File: config.mk
export PLATFORM = sky130hd
export DESIGN_NAME = mem_stage_lsu
export DESIGN_NICKNAME = d
export VERILOG_FILES = /design/src/rtl/mem_stage_lsu.sv
export SDC_FILE = /design/constraint.sdc
export NUM_CORES = 1
export LEC_CHECK = 0
export BUFFER_PORTS_ARGS = -buffer_cell sky130_fd_sc_hd__buf_2
export CAP_MARGIN = 15
export CORE_MARGIN = 2
export CORE_UTILIZATION = 35
export CTS_CLUSTER_DIAMETER = 50
export DETAILED_ROUTE_END_ITERATION = 12
export SLEW_MARGIN = 20
export SYNTH_ARGS = -nofsm -noshare
export SYNTH_HDL_FRONTEND = slang
export SYNTH_SLANG_ARGS = --single-unit
File: constraint.sdc
create_clock -name ls_clk -period 6.6 [get_ports ls_clk]
set_input_delay 0.66 -clock ls_clk [delete_from_list [all_inputs] [get_ports ls_clk]]
set_output_delay 0.66 -clock ls_clk [all_outputs]
set_load 0.03 [all_outputs]
File: src/rtl/mem_stage_lsu.sv
// Load/store unit between execute and writeback: posted-store buffer draining to a req/ack port.
// Optional store-to-load forwarding is enabled by defining LSU_FWD_EN.
module mem_stage_lsu #(
  parameter int DWIDTH      = 32,
  parameter int AWIDTH      = 5,
  parameter int FUNCT_WIDTH = 3,
  parameter int SB_DEPTH    = 4
) (
  input  logic                   ls_clk,
  input  logic                   ls_rst,
  input  logic                   ls_i_ce,
  input  logic                   ls_i_stall,
  input  logic                   ls_i_flush,
  input  logic                   ls_i_load,
  input  logic                   ls_i_store,
  input  logic [FUNCT_WIDTH-1:0] ls_i_funct3,
  input  logic [DWIDTH-1:0]      ls_i_alu_value,
  input  logic [DWIDTH-1:0]      ls_i_rs2_data,
  input  logic [AWIDTH-1:0]      ls_i_rd_addr,
  input  logic [DWIDTH-1:0]      ls_i_rd_data,
  input  logic                   ls_i_rd_we,
  output logic                   ls_o_ce,
  output logic                   ls_o_stall,
  output logic                   ls_o_flush,
  output logic [AWIDTH-1:0]      ls_o_rd_addr,
  output logic [DWIDTH-1:0]      ls_o_rd_data,
  output logic                   ls_o_rd_we,
  output logic [FUNCT_WIDTH-1:0] ls_o_funct3,
  output logic                   ls_o_misalign,
  output logic                   ls_m_req,
  output logic                   ls_m_we,
  output logic [DWIDTH-1:0]      ls_m_addr,
  output logic [DWIDTH-1:0]      ls_m_wdata,
  output logic [DWIDTH/8-1:0]    ls_m_be,
  input  logic                   ls_m_ack,
  input  logic [DWIDTH-1:0]      ls_m_rdata,
  output logic [1:0]             ls_dbg_state
);
  localparam int BW   = DWIDTH / 8;
  localparam int OFFW = $clog2(BW);
  localparam int PW   = $clog2(SB_DEPTH);

  typedef enum logic [1:0] {IDLE = 2'd0, LOAD_WAIT = 2'd1, DRAIN_WAIT = 2'd2} state_t;
  state_t state, next_state;

  function automatic logic [BW-1:0] size_mask(input logic [1:0] sz);
    logic [BW-1:0] m;
    for (int i = 0; i < BW; i++) m[i] = (i < (1 << sz));
    return m;
  endfunction

  function automatic logic is_misaligned(input logic [1:0] sz, input logic [OFFW-1:0] off);
    return (int'(off) & ((1 << sz) - 1)) != 0;
  endfunction

  // Shift the addressed lane down, then sign- or zero-extend by access size.
  function automatic logic [DWIDTH-1:0] lane_extract(input logic [DWIDTH-1:0] word,
                                                     input logic [OFFW-1:0] off,
                                                     input logic [FUNCT_WIDTH-1:0] f3);
    logic [DWIDTH-1:0] s, r;
    logic sgn;
    int nb;
    s = word >> {off, 3'b000};
    case (f3[1:0])
      2'd0:    begin nb = 8;      sgn = s[7];        end
      2'd1:    begin nb = 16;     sgn = s[15];       end
      2'd2:    begin nb = 32;     sgn = s[31];       end
      default: begin nb = DWIDTH; sgn = s[DWIDTH-1]; end
    endcase
    for (int i = 0; i < DWIDTH; i++) r[i] = (i < nb) ? s[i] : (sgn & ~f3[2]);
    return r;
  endfunction

  logic [DWIDTH-1:0] sb_addr [SB_DEPTH];
  logic [DWIDTH-1:0] sb_data [SB_DEPTH];
  logic [BW-1:0]     sb_be   [SB_DEPTH];
  logic [PW:0]       wr_ptr, rd_ptr, sb_count;
  logic              sb_full, sb_empty, sb_push, sb_pop;

  logic                   ld_pend, ld_have, ld_rd_we;
  logic [DWIDTH-1:0]      ld_addr, ld_buf, ld_word;
  logic [BW-1:0]          ld_be;
  logic [FUNCT_WIDTH-1:0] ld_f3;
  logic [AWIDTH-1:0]      ld_rd_addr;

  logic              is_load, op_mem, in_misal, accept, ld_accept, ld_ack, ld_complete;
  logic              store_block, issue_load, issue_drain;
  logic [OFFW-1:0]   in_off;
  logic [BW-1:0]     in_be, q_be;
  logic [DWIDTH-1:0] in_word, q_word;
  logic              match_any, fwd_cover, fwd_hit, load_issue_ok;
  logic [PW-1:0]     match_idx, scan_idx;

  assign sb_count = wr_ptr - rd_ptr;
  assign sb_empty = (wr_ptr == rd_ptr);
  assign sb_full  = (wr_ptr[PW] != rd_ptr[PW]) && (wr_ptr[PW-1:0] == rd_ptr[PW-1:0]);

  assign is_load  = ls_i_load & ~ls_i_store;
  assign op_mem   = ls_i_load | ls_i_store;
  assign in_off   = ls_i_alu_value[OFFW-1:0];
  assign in_misal = op_mem & is_misaligned(ls_i_funct3[1:0], in_off);
  assign in_be    = size_mask(ls_i_funct3[1:0]) << in_off;
  assign in_word  = {ls_i_alu_value[DWIDTH-1:OFFW], {OFFW{1'b0}}};

  // The address compare serves the incoming load, or the parked one while it waits.
  assign q_word = ld_pend ? {ld_addr[DWIDTH-1:OFFW], {OFFW{1'b0}}} : in_word;
  assign q_be   = ld_pend ? ld_be : in_be;

  always_comb begin
    match_any = 1'b0;
    match_idx = '0;
    scan_idx  = '0;
    for (int i = 0; i < SB_DEPTH; i++) begin
      scan_idx = rd_ptr[PW-1:0] + PW'(i);
      if (i < int'(sb_count) && sb_addr[scan_idx] == q_word) begin
        match_any = 1'b1;
        match_idx = scan_idx;
      end
    end
  end

  assign fwd_cover = match_any && ((sb_be[match_idx] & q_be) == q_be);
`ifdef LSU_FWD_EN
  assign fwd_hit       = fwd_cover;
  assign load_issue_ok = ~match_any;
`else
  assign fwd_hit       = 1'b0 & fwd_cover;
  assign load_issue_ok = sb_empty;
`endif

  assign sb_pop      = (state == DRAIN_WAIT) & ls_m_ack;
  assign ld_ack      = (state == LOAD_WAIT) & ls_m_ack;
  assign store_block = ls_i_ce & ~ls_i_flush & ls_i_store & ~in_misal & sb_full & ~sb_pop;
  assign ls_o_stall  = ls_i_stall | ld_pend | store_block;
  assign accept      = ls_i_ce & ~ls_o_stall & ~ls_i_flush;
  assign sb_push     = accept & ls_i_store & ~in_misal;
  assign ld_accept   = accept & is_load & ~in_misal & ~fwd_hit;
  assign ld_complete = ld_pend & (ld_have | ld_ack);
  assign ld_word     = ld_have ? ld_buf : ls_m_rdata;
  assign ls_dbg_state = state;

  always_comb begin
    next_state  = state;
    issue_load  = 1'b0;
    issue_drain = 1'b0;
    case (state)
      IDLE: begin
        if (ld_pend && !ld_have && load_issue_ok) begin
          issue_load = 1'b1;
          next_state = LOAD_WAIT;
        end else if (!sb_empty) begin
          issue_drain = 1'b1;
          next_state  = DRAIN_WAIT;
        end
      end
      LOAD_WAIT:  if (ls_m_ack) next_state = IDLE;
      DRAIN_WAIT: if (ls_m_ack) next_state = IDLE;
      default:    next_state = IDLE;
    endcase
  end

  always_ff @(posedge ls_clk) begin
    if (ls_rst) state <= IDLE;
    else        state <= next_state;
  end

  always_ff @(posedge ls_clk) begin
    if (sb_push) begin
      sb_addr[wr_ptr[PW-1:0]] <= in_word;
      sb_data[wr_ptr[PW-1:0]] <= ls_i_rs2_data << {in_off, 3'b000};
      sb_be[wr_ptr[PW-1:0]]   <= in_be;
    end
  end

  always_ff @(posedge ls_clk) begin
    if (ls_rst) begin
      wr_ptr <= '0; rd_ptr <= '0;
      ls_m_req <= 1'b0; ls_m_we <= 1'b0; ls_m_addr <= '0; ls_m_wdata <= '0; ls_m_be <= '0;
      ld_pend <= 1'b0; ld_have <= 1'b0; ld_buf <= '0; ld_addr <= '0; ld_be <= '0;
      ld_f3 <= '0; ld_rd_addr <= '0; ld_rd_we <= 1'b0;
      ls_o_ce <= 1'b0; ls_o_flush <= 1'b0; ls_o_rd_addr <= '0; ls_o_rd_data <= '0;
      ls_o_rd_we <= 1'b0; ls_o_funct3 <= '0; ls_o_misalign <= 1'b0;
    end else begin
      if (sb_push) wr_ptr <= wr_ptr + 1'b1;
      if (sb_pop)  rd_ptr <= rd_ptr + 1'b1;

      if (issue_load) begin
        ls_m_req <= 1'b1; ls_m_we <= 1'b0; ls_m_wdata <= '0; ls_m_be <= ld_be;
        ls_m_addr <= {ld_addr[DWIDTH-1:OFFW], {OFFW{1'b0}}};
      end else if (issue_drain) begin
        ls_m_req <= 1'b1; ls_m_we <= 1'b1;
        ls_m_addr  <= sb_addr[rd_ptr[PW-1:0]];
        ls_m_wdata <= sb_data[rd_ptr[PW-1:0]];
        ls_m_be    <= sb_be[rd_ptr[PW-1:0]];
      end else if (sb_pop || ld_ack) begin
        ls_m_req <= 1'b0;
      end

      if (ld_accept) begin
        ld_pend <= 1'b1; ld_addr <= ls_i_alu_value; ld_be <= in_be;
        ld_f3 <= ls_i_funct3; ld_rd_addr <= ls_i_rd_addr; ld_rd_we <= ls_i_rd_we;
      end
      // Read data arriving under a downstream stall is parked until the stall lifts.
      if (ld_ack && ls_i_stall) begin
        ld_have <= 1'b1;
        ld_buf  <= ls_m_rdata;
      end
      if (ld_complete && !ls_i_stall) begin
        ld_pend <= 1'b0;
        ld_have <= 1'b0;
      end

      if (!ls_i_stall) begin
        ls_o_flush <= ls_i_flush;
        if (ld_pend) begin
          ls_o_ce       <= ld_complete;
          ls_o_rd_we    <= ld_complete & ld_rd_we;
          ls_o_rd_addr  <= ld_rd_addr;
          ls_o_rd_data  <= lane_extract(ld_word, ld_addr[OFFW-1:0], ld_f3);
          ls_o_funct3   <= ld_f3;
          ls_o_misalign <= 1'b0;
        end else begin
          ls_o_ce       <= accept & ~ld_accept;
          ls_o_rd_we    <= accept & ~ld_accept & ~ls_i_store & ~in_misal & ls_i_rd_we;
          ls_o_rd_addr  <= ls_i_rd_addr;
          ls_o_rd_data  <= (is_load && fwd_hit) ?
                           lane_extract(sb_data[match_idx], in_off, ls_i_funct3) : ls_i_rd_data;
          ls_o_funct3   <= ls_i_funct3;
          ls_o_misalign <= accept & in_misal;
        end
      end
    end
  end
endmodule

==> results of run 1 <==
[registers in the layout (all words and copies together) (netlist names), 3 cells and up, named ones only]
name / flops
ls_o_rd_addr: 5
ls_m_be: 4
wr_ptr: 3
sb_addr: 120
ld_be: 4
sb_data: 128
ld_rd_addr: 5
ls_m_addr: 30
ls_m_wdata: 32
sb_be: 16
ld_addr: 32
ls_o_rd_data: 32
ld_buf: 32
ld_f3: 3
ls_o_funct3: 3
rd_ptr: 3
[stage by stage]
stage | utilization (%) | power [mW] | worst slack [ps] | instances | hold WS, ps
5_1_grt | 42.6 | 6.86 | 2540 | 2477 | 256
2_1_floorplan | - | 3.45 | 514 | 1497 | 434
6_report | 42.6 | 6.64 | 2770 | 2478 | 280
4_1_cts | 42.6 | 6.71 | 2740 | 2473 | 241
3_5_place_dp | 39.1 | 3.62 | 2190 | 2369 | 446
3_3_place_gp | 39.0 | 3.61 | 2310 | 2368 | 441
[power groups by stage]
stage	Clock, mW	Sequential, mW	Combinational, mW
floorplan	0	3.25	0.196
global placement	0	3.19	0.424
detailed placement	0	3.19	0.433
CTS	3.15	3.13	0.434
global route	3.26	3.13	0.465
finish	3.08	3.13	0.431
[cells by family after synthesis]
logic type	count (synthesis)	synth area share, %
fa+ha+maj	11	0.719
xor+xnor	7	0.399
flops	465	62.4
mux	150	12.9
compound gates	303	10.6
other cells	1	0.0196
buf+inv	129	2.93
simple gates	430	10.0
[area by class of cell]
| cell class | instances | area, sq um | area share, % |
|---|---|---|---|
| multi-input combinational | 903 | 6670 | 29.0 |
| clock inverter | 31 | 370 | 1.61 |
| sequential | 465 | 12000 | 52.0 |
| tap | 696 | 871 | 3.79 |
| inverter | 24 | 90.1 | 0.392 |
| timing repair buffer | 282 | 1510 | 6.57 |
| clock buffer | 73 | 1520 | 6.59 |
| antenna | 4 | 10.0 | 0.0435 |
[cell usage after synthesis, types with 14 or more instances]
| master | n |
|---|---|
| nor2_1 | 70 |
| o21ai_0 | 19 |
| nand2_1 | 251 |
| o22ai_1 | 25 |
| clkbuf_1 | 54 |
| nand2b_1 | 15 |
| nor2b_1 | 47 |
| mux4_2 | 73 |
| mux2_2 | 38 |
| edfxtp_1 | 264 |
| a211oi_1 | 26 |
| inv_1 | 24 |
| a21oi_1 | 140 |
| nor3_1 | 14 |
| buf_2 | 37 |
| a221o_1 | 35 |
| dfxtp_1 | 201 |
| mux2i_1 | 39 |
[worst max-delay path by stage]
stage,endpoint,startpoint,slack [ps],cells after the start
3_3_place_gp,sb_addr[0][29],ls_i_stall,2310,7
6_report,ls_o_stall,rd_ptr[1],2770,6
5_1_grt,sb_data[0][13],ld_pend,2540,5
2_1_floorplan,sb_addr[3][0],ls_i_funct3[0],510,6
4_1_cts,sb_data[2][6],ld_pend,2740,5
3_5_place_dp,sb_data[2][12],ls_i_stall,2190,7
[metal layers]
metal  wire length [um]  GRT usage, %  up-vias
met2              24000          28.1      395
met4               1220          5.72        6
met5                 42             0        -
li1                   -             -     6036
met3               3360          3.78       78
met1              22100          23.7     6601
[placed cells by master (no fill, tap or decap), types with 8 or more instances in the layout]
cell type,synthesis,layout
nor2_1,70,69
a221oi_1,8,8
o22ai_1,25,25
nor3_1,14,14
buf_2,37,258
buf_4,4,22
a21oi_1,140,140
mux2i_1,39,39
a211o_1,9,9
and2_1,11,8
nand2b_1,15,15
clkbuf_16,0,56
a22oi_1,11,11
a211oi_1,26,26
mux4_2,73,73
o221a_2,8,8
edfxtp_1,264,264
inv_1,24,24
o21ai_0,19,19
clkbuf_1,54,12
mux2_2,38,38
ha_1,11,11
inv_6,0,8
nand2_1,251,251
a221o_1,35,35
nor2b_1,47,47
dfxtp_1,201,197
o221ai_1,8,8
==> flow_summary.json, run 1 <==
{
  "postSynthCellCount": 1496,
  "postSynth.asyncResetShare_pct": 0,
  "routed_wl_um": 50700,
  "clkPwrFrac_pct": 46.4,
  "worst_pin_slew_ps": 1070,
  "die_w_um": 238,
  "crit_chain": "buf_4 -> xor2_2 -> nor4b_1 -> nand2_1 -> o21bai_1 -> buf_2",
  "crit_buf_inv": 2,
  "overflow": 0,
  "clock-root-buffer": "clkbuf_16",
  "place.detailed.hpwl_um": 32400,
  "synth_top_area_share_pct": 41.4,
  "synth_edf_count": 264,
  "clk_pin_slew_ps": 60,
  "fmax_mhz": 261,
  "p_leak_nw": 8.04,
  "die-area_sq_um": 56600,
  "via_count": 13100,
  "p_per_area_nw_per_um2": 289,
  "cts_made_buffers": 55,
  "placed_area_sq_um": 21100,
  "critical_path_class": "flip-flop to output pin",
  "layout_min_cycle_time_ps": 3830,
  "ys_types": 61,
  "avgSynthCellArea_sq_um": 12.8,
  "crit_path_end_kind": "output pin",
  "grt.total_usage_pct": 17.5,
  "grt_pass1_wl_um": 76400,
  "synthTopCellsByArea": "edfxtp_1, dfxtp_1, mux4_2",
  "rsz0062_at_grt": "no",
  "seq_power_share_pct": 47.1,
  "setup_viol": 0,
  "power.switching_mw": 1.55,
  "crit_fanout": 35,
  "first_iter_violations": 976,
  "drive_gt1_share_pct": 29.0,
  "vdd_ir_drop_max_mv": 0.216,
  "relSlewSlack_pct": 28.0,
  "min_to": "sb_addr[3][27]",
  "startpoint_type": "flip-flop",
  "ys_ff_latch": 465,
  "comb_power_share_pct": 6.5,
  "cts_hold_buf": 0,
  "routedWlPerCell_um": 20.5,
  "fill_cells": 4961,
  "ff2ff_setup_slack_ps": 2780,
  "p_int_mw": 5.09,
  "hold_path.class": "input port to flip-flop",
  "netSwitchingFraction_pct": 23.4,
  "route.detailed.drc": 0,
  "r2r-start": "ld_pend",
  "hold_viol_final": 0,
  "synth_area_sq_um": 19100,
  "grt_max_degree": 72,
  "io_buffers": 259,
  "hold_depth": 1,
  "post-cts-setup-buffer-count": 0,
  "ys_seq_area_share_pct": 62.4,
  "htree_num_levels": 2,
  "row_count": 85,
  "drv_slew": 0,
  "outcome": "completed",
  "cp_slowest_cell": "nor4b_1",
  "clock-sinks": 465,
  "fp.dieH_um": 238,
  "start_util_pct": 35.5,
  "skew_ps": 36.8,
  "yosysTopAreaCell": "edfxtp_1",
  "routed_via_density": 5.29,
  "cts_tree": "yes",
  "r2r_cells": 5,
  "max_cap_violations": 0,
  "path_delay_family": "simple AND/OR/NAND/NOR gates",
  "first_global_vias": 12800,
  "clkLatencyLatePin_ps": 620,
  "synth_flop_cell": "edfxtp_1",
  "boundaryPins": 262,
  "antenna_found_initial": 7,
  "arrival_ps": 3170,
  "routabilityCongestion": 0.837,
  "antenna_left": 0,
  "core_sq_um": 53900,
  "finalInstanceArea_sq_um": 23000,
  "r2r_end": "sb_data[2][28]",
  "syn_to_final_growth_pct": 20.1,
  "ys.warnings.count": 0,
  "setup_tns_ps": 0,
  "finalCritPeriodShare_pct": 58.0,
  "drtPass1Iterations": 5,
  "ctsResizeCount": 0,
  "cts_buffer_depth": 3,
  "fin_nets": 1887,
  "slowest_delay_ps": 950,
  "min-delay-start": "ls_i_alu_value[29]",
  "worstPathRequired_ps": 5940
}
No activity file was read; power rests on OpenSTA's default activity.
==> inputs of run 2 (changes only) <==
ABC_AREA = 1   (was unset)
clock period = 3.5 ns   (was 6.6 ns; I/O delays follow)
==> flow_summary.json, run 2 <==
{
  "outcome": "completed",
  "final_cell_mix": "nand2_1, edfxtp_1, buf_2, o21ai_0, nor2_1",
  "routedWlPerCell_um": 18.4,
  "rsz0062_at_grt": "no",
  "cts_tree": "yes",
  "drtPass1Iterations": 5,
  "routabilityCongestion": 0.861,
  "routed_wl_um": 56000,
  "cts_made_buffers": 56,
  "grt_max_degree": 70,
  "fmax_mhz": 383,
  "min_to": "ls_o_rd_data[2]",
  "first_iter_violations": 1092,
  "placed_area_sq_um": 21200,
  "route.detailed.drc": 0,
  "drv_slew": 0,
  "ys.warnings.count": 0,
  "overflow": 0,
  "r2r-start": "ls_dbg_state[0]",
  "crit_fanout": 47,
  "routed_via_density": 5.15,
  "skew_ps": 34.0,
  "ys_types": 39,
  "synth_area_sq_um": 19300,
  "die_w_um": 239,
  "hold_viol_final": 0,
  "worst_pin_slew_ps": 1070,
  "min-delay-start": "ls_i_rd_data[2]",
  "antenna_found_initial": 7,
  "fp.dieH_um": 239,
  "drive_gt1_share_pct": 17.5,
  "htree_num_levels": 2,
  "hold_depth": 3,
  "ys_ff_latch": 465,
  "r2r_cells": 11,
  "row_count": 86,
  "clkLatencyLatePin_ps": 630,
  "start_util_pct": 35.2,
  "p_leak_nw": 9.27,
  "arrival_ps": 3150,
  "layout_min_cycle_time_ps": 2610,
  "synthTopCellsByArea": "edfxtp_1, dfxtp_1, nand2_1",
  "synth_flop_cell": "edfxtp_1",
  "critical_path_class": "flip-flop to flip-flop",
  "first_global_vias": 15300,
  "io_buffers": 259,
  "max_cap_violations": 0,
  "clock-sinks": 465,
  "setup_viol": 0,
  "ys_seq_area_share_pct": 61.8,
  "finalInstanceArea_sq_um": 23500,
  "finalCritPeriodShare_pct": 74.7,
  "boundaryPins": 262,
  "crit_path_end_kind": "flip-flop",
  "clk_pin_slew_ps": 60,
  "largest_reg_flops": 128,
  "p_per_area_nw_per_um2": 571,
  "postSynthCellCount": 2037,
  "clock-root-buffer": "clkbuf_16",
  "core_sq_um": 54900,
  "ff2ff_setup_slack_ps": 890,
  "post-cts-setup-buffer-count": 0,
  "synth_edf_count": 264,
  "cts_hold_buf": 41,
  "die-area_sq_um": 57100,
  "r2r_end": "ld_addr[30]",
  "postSynth.asyncResetShare_pct": 0,
  "layout_commonest_cell": "nand2_1",
  "via_count": 15600,
  "relSlewSlack_pct": 28.5,
  "avgSynthCellArea_sq_um": 9.49,
  "p_total_mw": 13.4,
  "worstPathRequired_ps": 4040,
  "ctsResizeCount": 0,
  "fin_nets": 2439,
  "grt.total_usage_pct": 19.2,
  "grt_pass1_wl_um": 85400,
  "vdd_ir_drop_max_mv": 0.374,
  "yosysTopAreaCell": "edfxtp_1",
  "place.detailed.hpwl_um": 34800,
  "synth_top_area_share_pct": 41.0,
  "synth.most_common_cell": "nand2_1",
  "cts_buffer_depth": 3,
  "startpoint_type": "flip-flop",
  "hold_path.class": "input port to flip-flop",
  "syn_to_final_growth_pct": 21.6,
  "yosys-top-cells-count": "nand2_1, edfxtp_1, o21ai_0, nor2_1, dfxtp_1",
  "antenna_left": 0
}
[run 2: changes by cell type in the layout (fill, tap and decap cells not counted), sizes merged, moves of 38 or more]
cell         previous run  this run
mux2                   38         0
o22ai                  25        69
a21oi                 141       190
mux4                   73         0
dlygate4sd3             0        41
nor2                   70       216
nor2b                  47         0
nand3                   5       135
nand2                 251       355
o21ai                  20       230
inv                    32       147
[run 2: per-layer routing]
metal	global-route usage [%]	part of all wire, %	up-vias
met1	23.5	42	7527
li1	-	-	7547
met4	7.03	3.4	12
met5	0	0.14	-
met3	4.84	6.6	119
met2	32.9	48	431
[run 2: layout make-up]
class                      count  area [sq um]
inverter                     140           527
clock inverter                29           319
fill                        5384         31400
tap                          704           881
clock buffer                  77          1560
multi-input combinational   1289          6260
timing repair buffer         331          2000
antenna                        2          5.00
sequential                   465         12000
[run 2: worst max-delay path by stage]
stage,start,end,cells past startpoint
after floorplan,ls_i_funct3[0],sb_addr[0][0],10
after global placement,ls_i_funct3[1],sb_data[2][26],12
after detailed placement,ls_i_funct3[1],sb_addr[3][17],12
after CTS,ls_dbg_state[0],ls_o_stall,8
after global routing,ls_dbg_state[0],ld_addr[7],11
final,ls_dbg_state[0],ld_addr[30],11
[run 2: cells by family (layout without fill, tap and decap cells)]
family / count (synthesis) / after routing / synth area share (%)
and+or+nand+nor: 716 / 716 / 15.1
AOI/OAI and AO/OA: 552 / 552 / 15.9
DFF: 465 / 465 / 61.8
buffers and inverters: 284 / 577 / 6.03
adders and majority gates: 11 / 11 / 0.712
muxes: 5 / 5 / 0.259
xor gates and xnor gates: 3 / 3 / 0.175
other: 1 / 4 / 0.0194
[run 2: power by group]
group	internal (mW)	total (mW)	leakage (nW)	switching [mW]
Combinational	0.468	1.59	4.32	1.12
Clock	3.41	5.82	0.929	2.42
Sequential	5.93	6.02	4.02	0.0918
Total	9.80	13.4	9.27	3.63
[run 2: metrics by stage]
stage | hold slack (ps) | TNS, ps | setup slack [ps] | util, % | std cells
after floorplan | 424 | -64770 | -245 | - | 2038
after global placement | 432 | 0 | 615 | 38.7 | 2888
after detailed placement | 437 | 0 | 609 | 38.7 | 2888
after CTS | 0.0295 | 0 | 850 | 42.8 | 3035
after global routing | 30.0 | 0 | 574 | 42.8 | 3035
final | 29.0 | 0 | 886 | 42.8 | 3037
[run 2: critical path, stage by stage (launching register included)]
cell	delay [ps]
dfxtp_1	380
inv_1	90
ha_1	190
nand2_1	240
inv_1	90
nor3_2	170
nand3_1	110
nand2_2	110
nor2_4	40
nand2_2	780
nand2_1	140
a21oi_1	170
